`src/rtl/ram_test_pkg.sv`:
```
// Shared definitions for the RAM test engine configuration slave.
// Holds the register offsets, the CFG field layout and the AXI write
// response encodings used by the slave and its write-holding sub-module.
package ram_test_pkg;

  localparam logic [7:0] REG_CFG     = 8'h00;
  localparam logic [7:0] REG_BASE    = 8'h04;
  localparam logic [7:0] REG_END     = 8'h08;
  localparam logic [7:0] REG_STS     = 8'h0C;
  localparam logic [7:0] REG_CURRENT = 8'h10;
  localparam logic [7:0] REG_WRITE   = 8'h14;
  localparam logic [7:0] REG_TIME    = 8'h18;
  localparam logic [7:0] REG_ERRORS  = 8'h1C;
  localparam logic [7:0] REG_LAST    = 8'h20;

  localparam int CFG_BURST_LSB     = 28;
  localparam int CFG_BURST_W       = 4;
  localparam int CFG_READ_BIT      = 8;
  localparam int CFG_RND_DELAY_BIT = 7;
  localparam int CFG_USER_BIT      = 3;
  localparam int CFG_INCR_BIT      = 2;
  localparam int CFG_ONES_BIT      = 1;
  localparam int CFG_ZERO_BIT      = 0;

  // Cycles a start request stays pending while the engine has not yet
  // reported busy.
  localparam int START_TIMEOUT = 4;

  typedef enum logic [1:0] {
    RESP_OKAY   = 2'b00,
    RESP_SLVERR = 2'b10
  } resp_e;

  // Implemented CFG bits; everything else is forced to zero.
  function automatic logic [31:0] cfg_mask();
    logic [31:0] m;
    m = '0;
    for (int i = 0; i < CFG_BURST_W; i++) m[CFG_BURST_LSB + i] = 1'b1;
    m[CFG_READ_BIT]      = 1'b1;
    m[CFG_RND_DELAY_BIT] = 1'b1;
    m[CFG_USER_BIT]      = 1'b1;
    m[CFG_INCR_BIT]      = 1'b1;
    m[CFG_ONES_BIT]      = 1'b1;
    m[CFG_ZERO_BIT]      = 1'b1;
    return m;
  endfunction

endpackage

```
`src/rtl/axil_wr_hold.sv`:
```
// AXI4-Lite write-side front end: accepts AW and W independently into
// 1-deep holding registers, signals a commit in the cycle both are held,
// then raises BVALID with the response chosen by the register bank.
// Ports: clk_i/rst_ni, AW/W/B handshakes, commit_resp (response for the
// write being committed), commit strobe plus held address/data/strobes.
module axil_wr_hold
  import ram_test_pkg::*;
(
  input  logic        clk_i,
  input  logic        rst_ni,
  input  logic        awvalid,
  input  logic [7:0]  awaddr,
  output logic        awready,
  input  logic        wvalid,
  input  logic [31:0] wdata,
  input  logic [3:0]  wstrb,
  output logic        wready,
  output logic        bvalid,
  input  logic        bready,
  output logic [1:0]  bresp,
  input  resp_e       commit_resp,
  output logic        commit,
  output logic [7:0]  commit_addr,
  output logic [31:0] commit_data,
  output logic [3:0]  commit_strb
);

  logic        aw_held;
  logic        w_held;
  logic [7:0]  aw_addr_q;
  logic [31:0] w_data_q;
  logic [3:0]  w_strb_q;
  logic        bvalid_q;
  resp_e       bresp_q;

  // Readies are gated by reset so nothing is accepted while held in reset.
  assign awready     = rst_ni && !aw_held && !bvalid_q;
  assign wready      = rst_ni && !w_held && !bvalid_q;
  assign commit      = aw_held && w_held;
  assign commit_addr = aw_addr_q;
  assign commit_data = w_data_q;
  assign commit_strb = w_strb_q;
  assign bvalid      = bvalid_q;
  assign bresp       = bresp_q;

  always_ff @(posedge clk_i or negedge rst_ni) begin
    if (!rst_ni) begin
      aw_held   <= 1'b0;
      w_held    <= 1'b0;
      aw_addr_q <= '0;
      w_data_q  <= '0;
      w_strb_q  <= '0;
      bvalid_q  <= 1'b0;
      bresp_q   <= RESP_OKAY;
    end else if (commit) begin
      aw_held  <= 1'b0;
      w_held   <= 1'b0;
      bvalid_q <= 1'b1;
      bresp_q  <= commit_resp;
    end else begin
      if (awvalid && awready) begin
        aw_held   <= 1'b1;
        aw_addr_q <= awaddr;
      end
      if (wvalid && wready) begin
        w_held   <= 1'b1;
        w_data_q <= wdata;
        w_strb_q <= wstrb;
      end
      if (bvalid_q && bready) bvalid_q <= 1'b0;
    end
  end

endmodule

```
`src/rtl/ram_test_cfg_slave.sv`:
```
// AXI4-Lite configuration/status register bank for the RAM test engine.
// Holds CFG/BASE/END/WRITE, pulses start_o on an accepted CFG write and
// returns live engine status on reads.
// Ports: clk_i/rst_ni, AXI-Lite cfg_* write and read channels, engine
// status inputs (busy_i, current_i, cycles_i, errors_i, last_rd_i),
// register outputs (cfg_o, base_o, end_o, pattern_o) and start_o.
module ram_test_cfg_slave
  import ram_test_pkg::*;
#(
  parameter logic [31:0] BASE_RESET  = 32'h0,
  parameter logic [31:0] END_RESET   = 32'h0,
  parameter logic [31:0] WRITE_RESET = 32'h0
) (
  input  logic        clk_i,
  input  logic        rst_ni,
  input  logic        cfg_awvalid_i,
  output logic        cfg_awready_o,
  input  logic [31:0] cfg_awaddr_i,
  input  logic        cfg_wvalid_i,
  output logic        cfg_wready_o,
  input  logic [31:0] cfg_wdata_i,
  input  logic [3:0]  cfg_wstrb_i,
  output logic        cfg_bvalid_o,
  input  logic        cfg_bready_i,
  output logic [1:0]  cfg_bresp_o,
  input  logic        cfg_arvalid_i,
  output logic        cfg_arready_o,
  input  logic [31:0] cfg_araddr_i,
  output logic        cfg_rvalid_o,
  input  logic        cfg_rready_i,
  output logic [31:0] cfg_rdata_o,
  output logic [1:0]  cfg_rresp_o,
  input  logic        busy_i,
  input  logic [31:0] current_i,
  input  logic [31:0] cycles_i,
  input  logic [31:0] errors_i,
  input  logic [31:0] last_rd_i,
  output logic [31:0] cfg_o,
  output logic [31:0] base_o,
  output logic [31:0] end_o,
  output logic [31:0] pattern_o,
  output logic        start_o
);

  localparam logic [31:0] CFG_MASK = cfg_mask();

  function automatic logic [31:0] byte_merge(input logic [31:0] old_v,
                                             input logic [31:0] new_v,
                                             input logic [3:0]  strb);
    logic [31:0] r;
    r = old_v;
    for (int b = 0; b < 4; b++)
      if (strb[b]) r[8*b +: 8] = new_v[8*b +: 8];
    return r;
  endfunction

  logic        commit;
  logic [7:0]  wr_addr;
  logic [31:0] wr_data;
  logic [3:0]  wr_strb;
  resp_e       commit_resp;

  logic [31:0] cfg_q, base_q, end_q, pattern_q;
  logic        start_q, start_pending;
  logic [1:0]  pend_cnt;
  logic        rvalid_q;
  logic [31:0] rdata_q, rd_mux;
  logic        cfg_wr_hit, cfg_blocked;
  logic        unused_addr;

  assign unused_addr = ^{cfg_awaddr_i[31:8], cfg_araddr_i[31:8]};

  axil_wr_hold u_wr_hold (
    .clk_i       (clk_i),
    .rst_ni      (rst_ni),
    .awvalid     (cfg_awvalid_i),
    .awaddr      (cfg_awaddr_i[7:0]),
    .awready     (cfg_awready_o),
    .wvalid      (cfg_wvalid_i),
    .wdata       (cfg_wdata_i),
    .wstrb       (cfg_wstrb_i),
    .wready      (cfg_wready_o),
    .bvalid      (cfg_bvalid_o),
    .bready      (cfg_bready_i),
    .bresp       (cfg_bresp_o),
    .commit_resp (commit_resp),
    .commit      (commit),
    .commit_addr (wr_addr),
    .commit_data (wr_data),
    .commit_strb (wr_strb)
  );

  // A CFG write with no strobes is a no-op and never starts the engine.
  assign cfg_wr_hit  = commit && (wr_addr == REG_CFG) && (wr_strb != 4'b0);
  assign cfg_blocked = busy_i || start_pending;
  assign commit_resp = (cfg_wr_hit && cfg_blocked) ? RESP_SLVERR : RESP_OKAY;

  always_ff @(posedge clk_i or negedge rst_ni) begin
    if (!rst_ni) begin
      cfg_q     <= '0;
      base_q    <= BASE_RESET;
      end_q     <= END_RESET;
      pattern_q <= WRITE_RESET;
    end else if (commit && wr_strb != 4'b0) begin
      case (wr_addr)
        REG_CFG:   if (!cfg_blocked) cfg_q <= byte_merge(cfg_q, wr_data, wr_strb) & CFG_MASK;
        REG_BASE:  base_q    <= byte_merge(base_q, wr_data, wr_strb);
        REG_END:   end_q     <= byte_merge(end_q, wr_data, wr_strb);
        REG_WRITE: pattern_q <= byte_merge(pattern_q, wr_data, wr_strb);
        default:   ;
      endcase
    end
  end

  // Start handshake: pending covers the gap until the engine reports busy,
  // and gives up after START_TIMEOUT cycles if it never does.
  always_ff @(posedge clk_i or negedge rst_ni) begin
    if (!rst_ni) begin
      start_q       <= 1'b0;
      start_pending <= 1'b0;
      pend_cnt      <= '0;
    end else begin
      start_q <= cfg_wr_hit && !cfg_blocked;
      if (cfg_wr_hit && !cfg_blocked) begin
        start_pending <= 1'b1;
        pend_cnt      <= '0;
      end else if (start_pending) begin
        if (busy_i || pend_cnt == 2'(START_TIMEOUT - 1)) start_pending <= 1'b0;
        else pend_cnt <= pend_cnt + 2'd1;
      end
    end
  end

  always_comb begin
    rd_mux = '0;
    case (cfg_araddr_i[7:0])
      REG_CFG:     rd_mux = cfg_q;
      REG_BASE:    rd_mux = base_q;
      REG_END:     rd_mux = end_q;
      REG_STS:     rd_mux = {31'b0, busy_i | start_pending};
      REG_CURRENT: rd_mux = current_i;
      REG_WRITE:   rd_mux = pattern_q;
      REG_TIME:    rd_mux = cycles_i;
      REG_ERRORS:  rd_mux = errors_i;
      REG_LAST:    rd_mux = last_rd_i;
      default:     rd_mux = '0;
    endcase
  end

  assign cfg_arready_o = rst_ni && !rvalid_q;

  // Read data is captured at AR accept, so a same-cycle write commit to the
  // same register is not yet visible.
  always_ff @(posedge clk_i or negedge rst_ni) begin
    if (!rst_ni) begin
      rvalid_q <= 1'b0;
      rdata_q  <= '0;
    end else if (cfg_arvalid_i && cfg_arready_o) begin
      rvalid_q <= 1'b1;
      rdata_q  <= rd_mux;
    end else if (rvalid_q && cfg_rready_i) begin
      rvalid_q <= 1'b0;
    end
  end

  assign cfg_rvalid_o = rvalid_q;
  assign cfg_rdata_o  = rdata_q;
  assign cfg_rresp_o  = RESP_OKAY;
  assign cfg_o        = cfg_q;
  assign base_o       = base_q;
  assign end_o        = end_q;
  assign pattern_o    = pattern_q;
  assign start_o      = start_q;

endmodule

```
`config.mk`:
```
export PLATFORM = sky130hd
export DESIGN_NAME = ram_test_cfg_slave
export DESIGN_NICKNAME = d
export VERILOG_FILES = /design/src/rtl/ram_test_pkg.sv /design/src/rtl/axil_wr_hold.sv /design/src/rtl/ram_test_cfg_slave.sv
export SDC_FILE = /design/constraint.sdc
export NUM_CORES = 1
export LEC_CHECK = 0
export CORE_ASPECT_RATIO = 1.4
export CORE_UTILIZATION = 30
export DETAILED_ROUTE_END_ITERATION = 8
export GPL_TIMING_DRIVEN = 0
export HOLD_SLACK_MARGIN = 0.15
export PLACE_DENSITY = 0.7
export SKIP_LAST_GASP = 1
export SYNTH_ARGS = -nofsm -noshare
export SYNTH_HDL_FRONTEND = slang
export SYNTH_SLANG_ARGS = --single-unit
```
`constraint.sdc`:
```
create_clock -name clk_i -period 2.1 [get_ports clk_i]
set_input_delay 0.42 -clock clk_i [delete_from_list [all_inputs] [get_ports clk_i]]
set_output_delay 0.42 -clock clk_i [all_outputs]
set_load 0.05 [all_outputs]
```
==> Yosys cells after proc, flatten, opt, wreduce, memory -nomap -nowiden <==
Index checks and enable logic that the tools add are counted.
Widths: inputs -> output; s select.
{ "word_totals": {"register_bits": 192, "inputBits": 236, "out_inout_bits": 170} }
{ "classes": {"addsub": 1, "eq_ne": 13, "n_mux": 16, "n_bitwise": 3, "n_reduce_logical": 49} }
{ "ops": {"columns": ["cell", "count"], "rows": [
  ["$pmux 32 s9", 1],
  ["$eq 8x5->1 const B", 5],
  ["$reduce_and 3->1", 12],
  ["$eq 8x4->1 const B", 3],
  ["$eq 8x3->1 const B", 2],
  ["$logic_and 1x1->1", 16],
  ["$logic_not 8->1", 2],
  ["$reduce_and 4->1", 3],
  ["$mux 1", 11],
  ["$reduce_bool 2->1", 5],
  ["$eq 8x6->1 const B", 1],
  ["$mux 2", 4],
  ["$reduce_and 2->1", 3],
  ["$logic_not 1->1", 5],
  ["$reduce_bool 4->1", 1],
  ["$add 2x1->2 const B", 1],
  ["$eq 2x2->1 const B", 1],
  ["$logic_or 1x1->1", 2],
  ["$ne 2x2->1 const B", 1],
  ["$not 1->1", 2],
  ["$or 1x1->1", 1]
]} }

==> Logic depth before layout (Yosys ltp) <==
{ "logic_depth": {"word_depth": 6, "mapped_depth": 9, "ltp_nobuf": 5} }

==> By module <==
A second synthesis with hierarchy kept.
{ "unflattened": {"cells_unflattened": 750, "area_unflattened_um2": 9660.5} }
{ "by_module_without_submodules": {"columns": ["module", "n_inst", "cells_each", "area_per_inst_um2", "seq_area_each_um2"], "rows": [
  ["ram_test_cfg_slave", 1, 638, 7704.9, 3578.4],
  ["axil_wr_hold", 1, 112, 1955.6, 1226.2]
]} }

==> Worst setup path before layout <==
No wires, ideal clock.
{ "synth_path": {"path_type": "register to register", "start": "register u_wr_hold.bvalid_q, in the netlist u_wr_hold.bvalid", "end": "register u_wr_hold.w_data_q[0], in the netlist u_wr_hold.commit_data[0]", "arrival_ns": 2.433, "slack_ns": -0.457, "path_stages_with_launch": 7, "cell_sequence": "dfrtp_1 nand2b_1 nor2_1 and2_1 buf_2 buf_2 mux2_2"} }
{ "synth_between": {"elab_chain_len": 4} }
{ "synth_lines": {"columns": ["item", "line", "text"], "rows": [
  ["start: declaration", "axil_wr_hold.sv:33", "logic bvalid_q;"],
  ["start signal: assignment", "axil_wr_hold.sv:53", "bvalid_q <= 1'b0;"],
  ["start signal: assignment", "axil_wr_hold.sv:58", "bvalid_q <= 1'b1;"],
  ["start signal: assignment", "axil_wr_hold.sv:70", "if (bvalid_q && bready) bvalid_q <= 1'b0;"],
  ["$logic_not 1->1", "axil_wr_hold.sv:38", "assign wready = rst_ni && !w_held && !bvalid_q;"],
  ["$logic_and 1x1->1", "axil_wr_hold.sv:38", null],
  ["named net cfg_wready_o", "ram_test_cfg_slave.sv:20", "output logic cfg_wready_o,"],
  ["$logic_and 1x1->1", "axil_wr_hold.sv:65", "if (wvalid && wready) begin"],
  ["$reduce_and 2->1 (no line)", null, null],
  ["end signal: assignment", "axil_wr_hold.sv:67", "w_data_q <= wdata;"],
  ["end: declaration", "axil_wr_hold.sv:31", "logic [31:0] w_data_q;"]
]} }
The timed path passes the listed nets, and every way through them passes these cells.
A chain may end at the register's enable or synchronous reset.

==> Worst setup path in the final report <==
{ "layout_path": {"start": "input cfg_araddr_i[4]", "end": "register rdata_q[23], in the netlist cfg_rdata_o[23]"} }
{ "layout_between": {"elab_chain_len": 2, "word_cells_on_any_way": 10, "classes_between": "eq/ne: 8; mux: 1; reduce/logical: 1"} }
{ "layout_lines": {"columns": ["item", "line", "text"], "rows": [
  ["start: declaration", "ram_test_cfg_slave.sv:28", "input logic [31:0] cfg_araddr_i,"],
  ["$eq 8x6->1 (tied with other cells)", "ram_test_cfg_slave.sv:136", "case (cfg_araddr_i[7:0])"],
  ["$pmux 32 s9 *", "ram_test_cfg_slave.sv:136", null],
  ["end signal: assignment", "ram_test_cfg_slave.sv:160", "rdata_q <= rd_mux;"],
  ["end: declaration", "ram_test_cfg_slave.sv:67", "logic [31:0] rdata_q, rd_mux;"]
]} }
Mark *: on every way between the ends. The rest lies on a longest branch, timed or not.

==> results_dict.tcl <==
set metrics [dict create \
    status "finished with violations" \
    failed_checks "hold timing, setup timing" \
    switching_share 0.337 \
    routabilityCongestion 0.852 \
    ys.flop_type "dfrtp_1" \
    grt_max_degree 112 \
    final_cell_mix "clkdlybuf4s50_1 (207), dfrtp_1 (190), mux2_2 (162), dlygate4sd2_1 (73), buf_4 (49)" \
    ctsHtreeMaxLevel 4 \
    drv_slew 0 \
    ys_types 65 \
    die_area_um2 33300 \
    vias_per_cell 5.37 \
    ys_ff_latch 191 \
    worstMarginPinSlew_ns 0.954 \
    tritoncts "built" \
    p_clk_frac 0.318 \
    die_w_um 155 \
    crit_slowest_cell "clkdlybuf4s50_1" \
    p_seq_frac 0.423 \
    fp.dieH_um 216 \
    tns_ns -0.00936 \
    p_int_w 0.00783 \
    layoutNonFillerInstCount 1575 \
    grt_pass1_vias 8751 \
    core-area_um2 31800 \
    drive_above_1_share 0.274 \
    dp_hpwl_um 31600 \
    whs_ns -0.140 \
    areaGrowthSynthToFinish_pct 49.0 \
    power.static_leakage_nw 7.37 \
    final_nets 1400 \
    yosysSeqAreaShare 0.489 \
    hold_viol 80 \
    portBuffers 327 \
    max_cap_violations 0 \
    r2r_slack_ns 0.09 \
    synth_area_um2 9770 \
    utilization 0.458 \
    synth-edff-count 0 \
    min_path_type "input port to asynchronous set/reset pin" \
    min_period_ns 2.11 \
    crit_path_end_kind "flop" \
    path_cells "clkdlybuf4s50_1 -> clkbuf_4 -> nor4_2 -> buf_6 -> a22oi_1 -> o22ai_1 -> a221o_1" \
    antenna_found_initial 8 \
    required_ns 2.45 \
    slew_headroom 0.358 \
    start_util 0.307 \
    grtUsageTotal 0.251 \
    syn_inst 787 \
    drt_drc_violations_left 0 \
    synthArstFlopShare 1.00 \
    switchingPower_w 0.00398 \
    dr.pass1.iters 5 \
    power_density_nw_per_um2 811 \
    clock_sinks 191 \
    fin_crit_sh 1.00 \
    postLayoutSetupSlackWorst_ns -0.00936 \
    clock.fmax_mhz 474 \
    clkLatencyLatePin_ns 0.46 \
    wire_per_inst_um 26.3 \
    wl_um 41500 \
    path_class "input port to flop" \
    setup_violations 1 \
    crit_fanout 10 \
    skew_ns 0.0145 \
    grt-ovfl-total 0 \
    peakVddDrop_uv 555 \
    worst_ep_arrival_time_ns 2.46 \
    rsz0062_at_grt "yes" \
    postRouteAntennaNets 0 \
    rows 77 \
    grt_pass1_wl_um 59300 \
    avgSynthCellArea_um2 12.4 \
    vias 8454 \
    clk_path_buf_depth 2 \
    ios 406 \
    drt_iter0_drc 548 \
    pwr-share-comb 0.260 \
    cpPeakStageDelay_ns 0.52 \
    clockRootBuffer "clkbuf_16" \
    cts.clk_slew.worst_paths_ns 0.08 \
    mostFrequentLayoutCell "clkdlybuf4s50_1" \
    ys_warn_count 0 \
    critical_path.startpoint_type "input port" \
    cts-buffers-inserted 17 \
    dp_cells 1534 \
]
-- routing by layer --
metal / global-route usage / vias to the layer above / part of all wire
met1: 0.293 / 4265 / 0.38
li1: - / 3717 / -
met2: 0.443 / 395 / 0.52
met3: 0.0498 / 71 / 0.065
met5: 0 / - / 0.00089
met4: 0.109 / 6 / 0.034
-- sequential cells by signal, indices dropped and copies added, names as in the netlist --
signal	flops
u_wr_hold.commit_addr	8
start_pending	1
u_wr_hold.w_held	1
start_o	1
end_o	32
cfg_rdata_o	32
u_wr_hold.commit_strb	4
base_o	32
u_wr_hold.commit_data	32
u_wr_hold.bvalid	1
pend_cnt	2
u_wr_hold.bresp	1
cfg_rvalid_o	1
u_wr_hold.aw_held	1
pattern_o	32
cfg_o	10
-- critical path: cells and delay by family --
kind,cells,cell delay (ns)
AND/OR/NAND/NOR,1,0.10
buffers and inverters,3,0.98
AO/OA/AOI/OAI,3,0.94
-- power by group through the flow --
stage	clock (W)	combinational [W]	sequential [W]
after floorplan	0	0.00132	0.00542
after global placement	0	0.00307	0.00503
after detailed placement	0	0.00312	0.00506
after CTS	0.00379	0.00308	0.00499
after global routing	0.00393	0.00324	0.00509
final	0.00375	0.00306	0.00499
-- repair_timing --
item	CTS	global route
gates resized for setup	105	65
setup buffers	3	4
gates cloned	0	0
endpoints found under the hold margin	80	80
setup endpoints to repair	156	119
pin swaps	3	3
-- area by class of cell --
cell class                      count  area, um^2
Buffer                             85         582
Tap cell                          395         494
Inverter                           10        37.5
Sequential cell                   191        4780
Antenna cell                        4        10.0
Timing Repair Buffer              335        3390
Clock inverter                     13         224
Clock buffer                       19         443
Multi-Input combinational cell    523        4590
Fill cell                        2992       17200
-- Yosys cell counts (3+ instances only) --
cell type | n | area (um^2)
a21oi_1 | 7 | 35.0
a221o_1 | 11 | 110
a221oi_1 | 9 | 78.8
a22o_1 | 21 | 184
a22oi_1 | 15 | 113
a2bb2oi_1 | 7 | 61.3
a31oi_1 | 4 | 25.0
a32oi_1 | 12 | 105
a41oi_1 | 3 | 26.3
and2_1 | 6 | 37.5
and3_1 | 15 | 93.8
and3b_1 | 5 | 43.8
and4_1 | 7 | 61.3
and4b_1 | 4 | 40.0
buf_2 | 29 | 145
buf_4 | 36 | 270
buf_6 | 3 | 33.8
clkbuf_1 | 17 | 63.8
dfrtp_1 | 191 | 4780
inv_1 | 10 | 37.5
mux2_2 | 162 | 1820
mux2i_1 | 17 | 170
mux4_2 | 13 | 293
nand2_1 | 27 | 101
nand3_1 | 28 | 140
nand4_1 | 5 | 31.3
nor2_1 | 19 | 71.3
nor2b_1 | 12 | 75.1
nor3_1 | 4 | 20.0
nor4_1 | 4 | 25.0
nor4_4 | 3 | 63.8
o211ai_1 | 7 | 52.6
o21ai_0 | 16 | 80.1
o21ai_1 | 12 | 60.1
o22ai_1 | 5 | 31.3
-- worst paths after layout --
check / from / to / cells past startpoint
worst max-delay path: cfg_araddr_i[4] / cfg_rdata_o[23] / 7
worst min-delay path: rst_ni / pend_cnt[1] / 1
worst max register to register: u_wr_hold.w_held / base_o[28] / 5
worst min register to register: cfg_rdata_o[22] / cfg_rdata_o[22] / 2
max in group asynchronous: rst_ni / end_o[31] / 2
min in group clk_i: cfg_rdata_o[22] / cfg_rdata_o[22] / 2
-- metrics by stage --
step | total power (W) | setup WS [ns] | instance area, um^2
finish | 0.0118 | -0.00936 | 14600
global route | 0.0123 | -0.00190 | 14600
CTS | 0.0119 | -0.186 | 14400
detailed placement | 0.00818 | -0.895 | 13700
global placement | 0.00810 | -8.68 | 13600
floorplan | 0.00674 | -0.0250 | 9880
-- kinds of logic after synthesis --
group | count (synthesis) | synth area share
buf+inv | 97 | 0.0572
mux | 192 | 0.234
simple gates | 158 | 0.103
compound gates | 147 | 0.115
fa+ha+maj | 1 | 0.00128
flops | 191 | 0.489
other cells | 1 | 0.000384
Power figures use the tool's default switching activity.
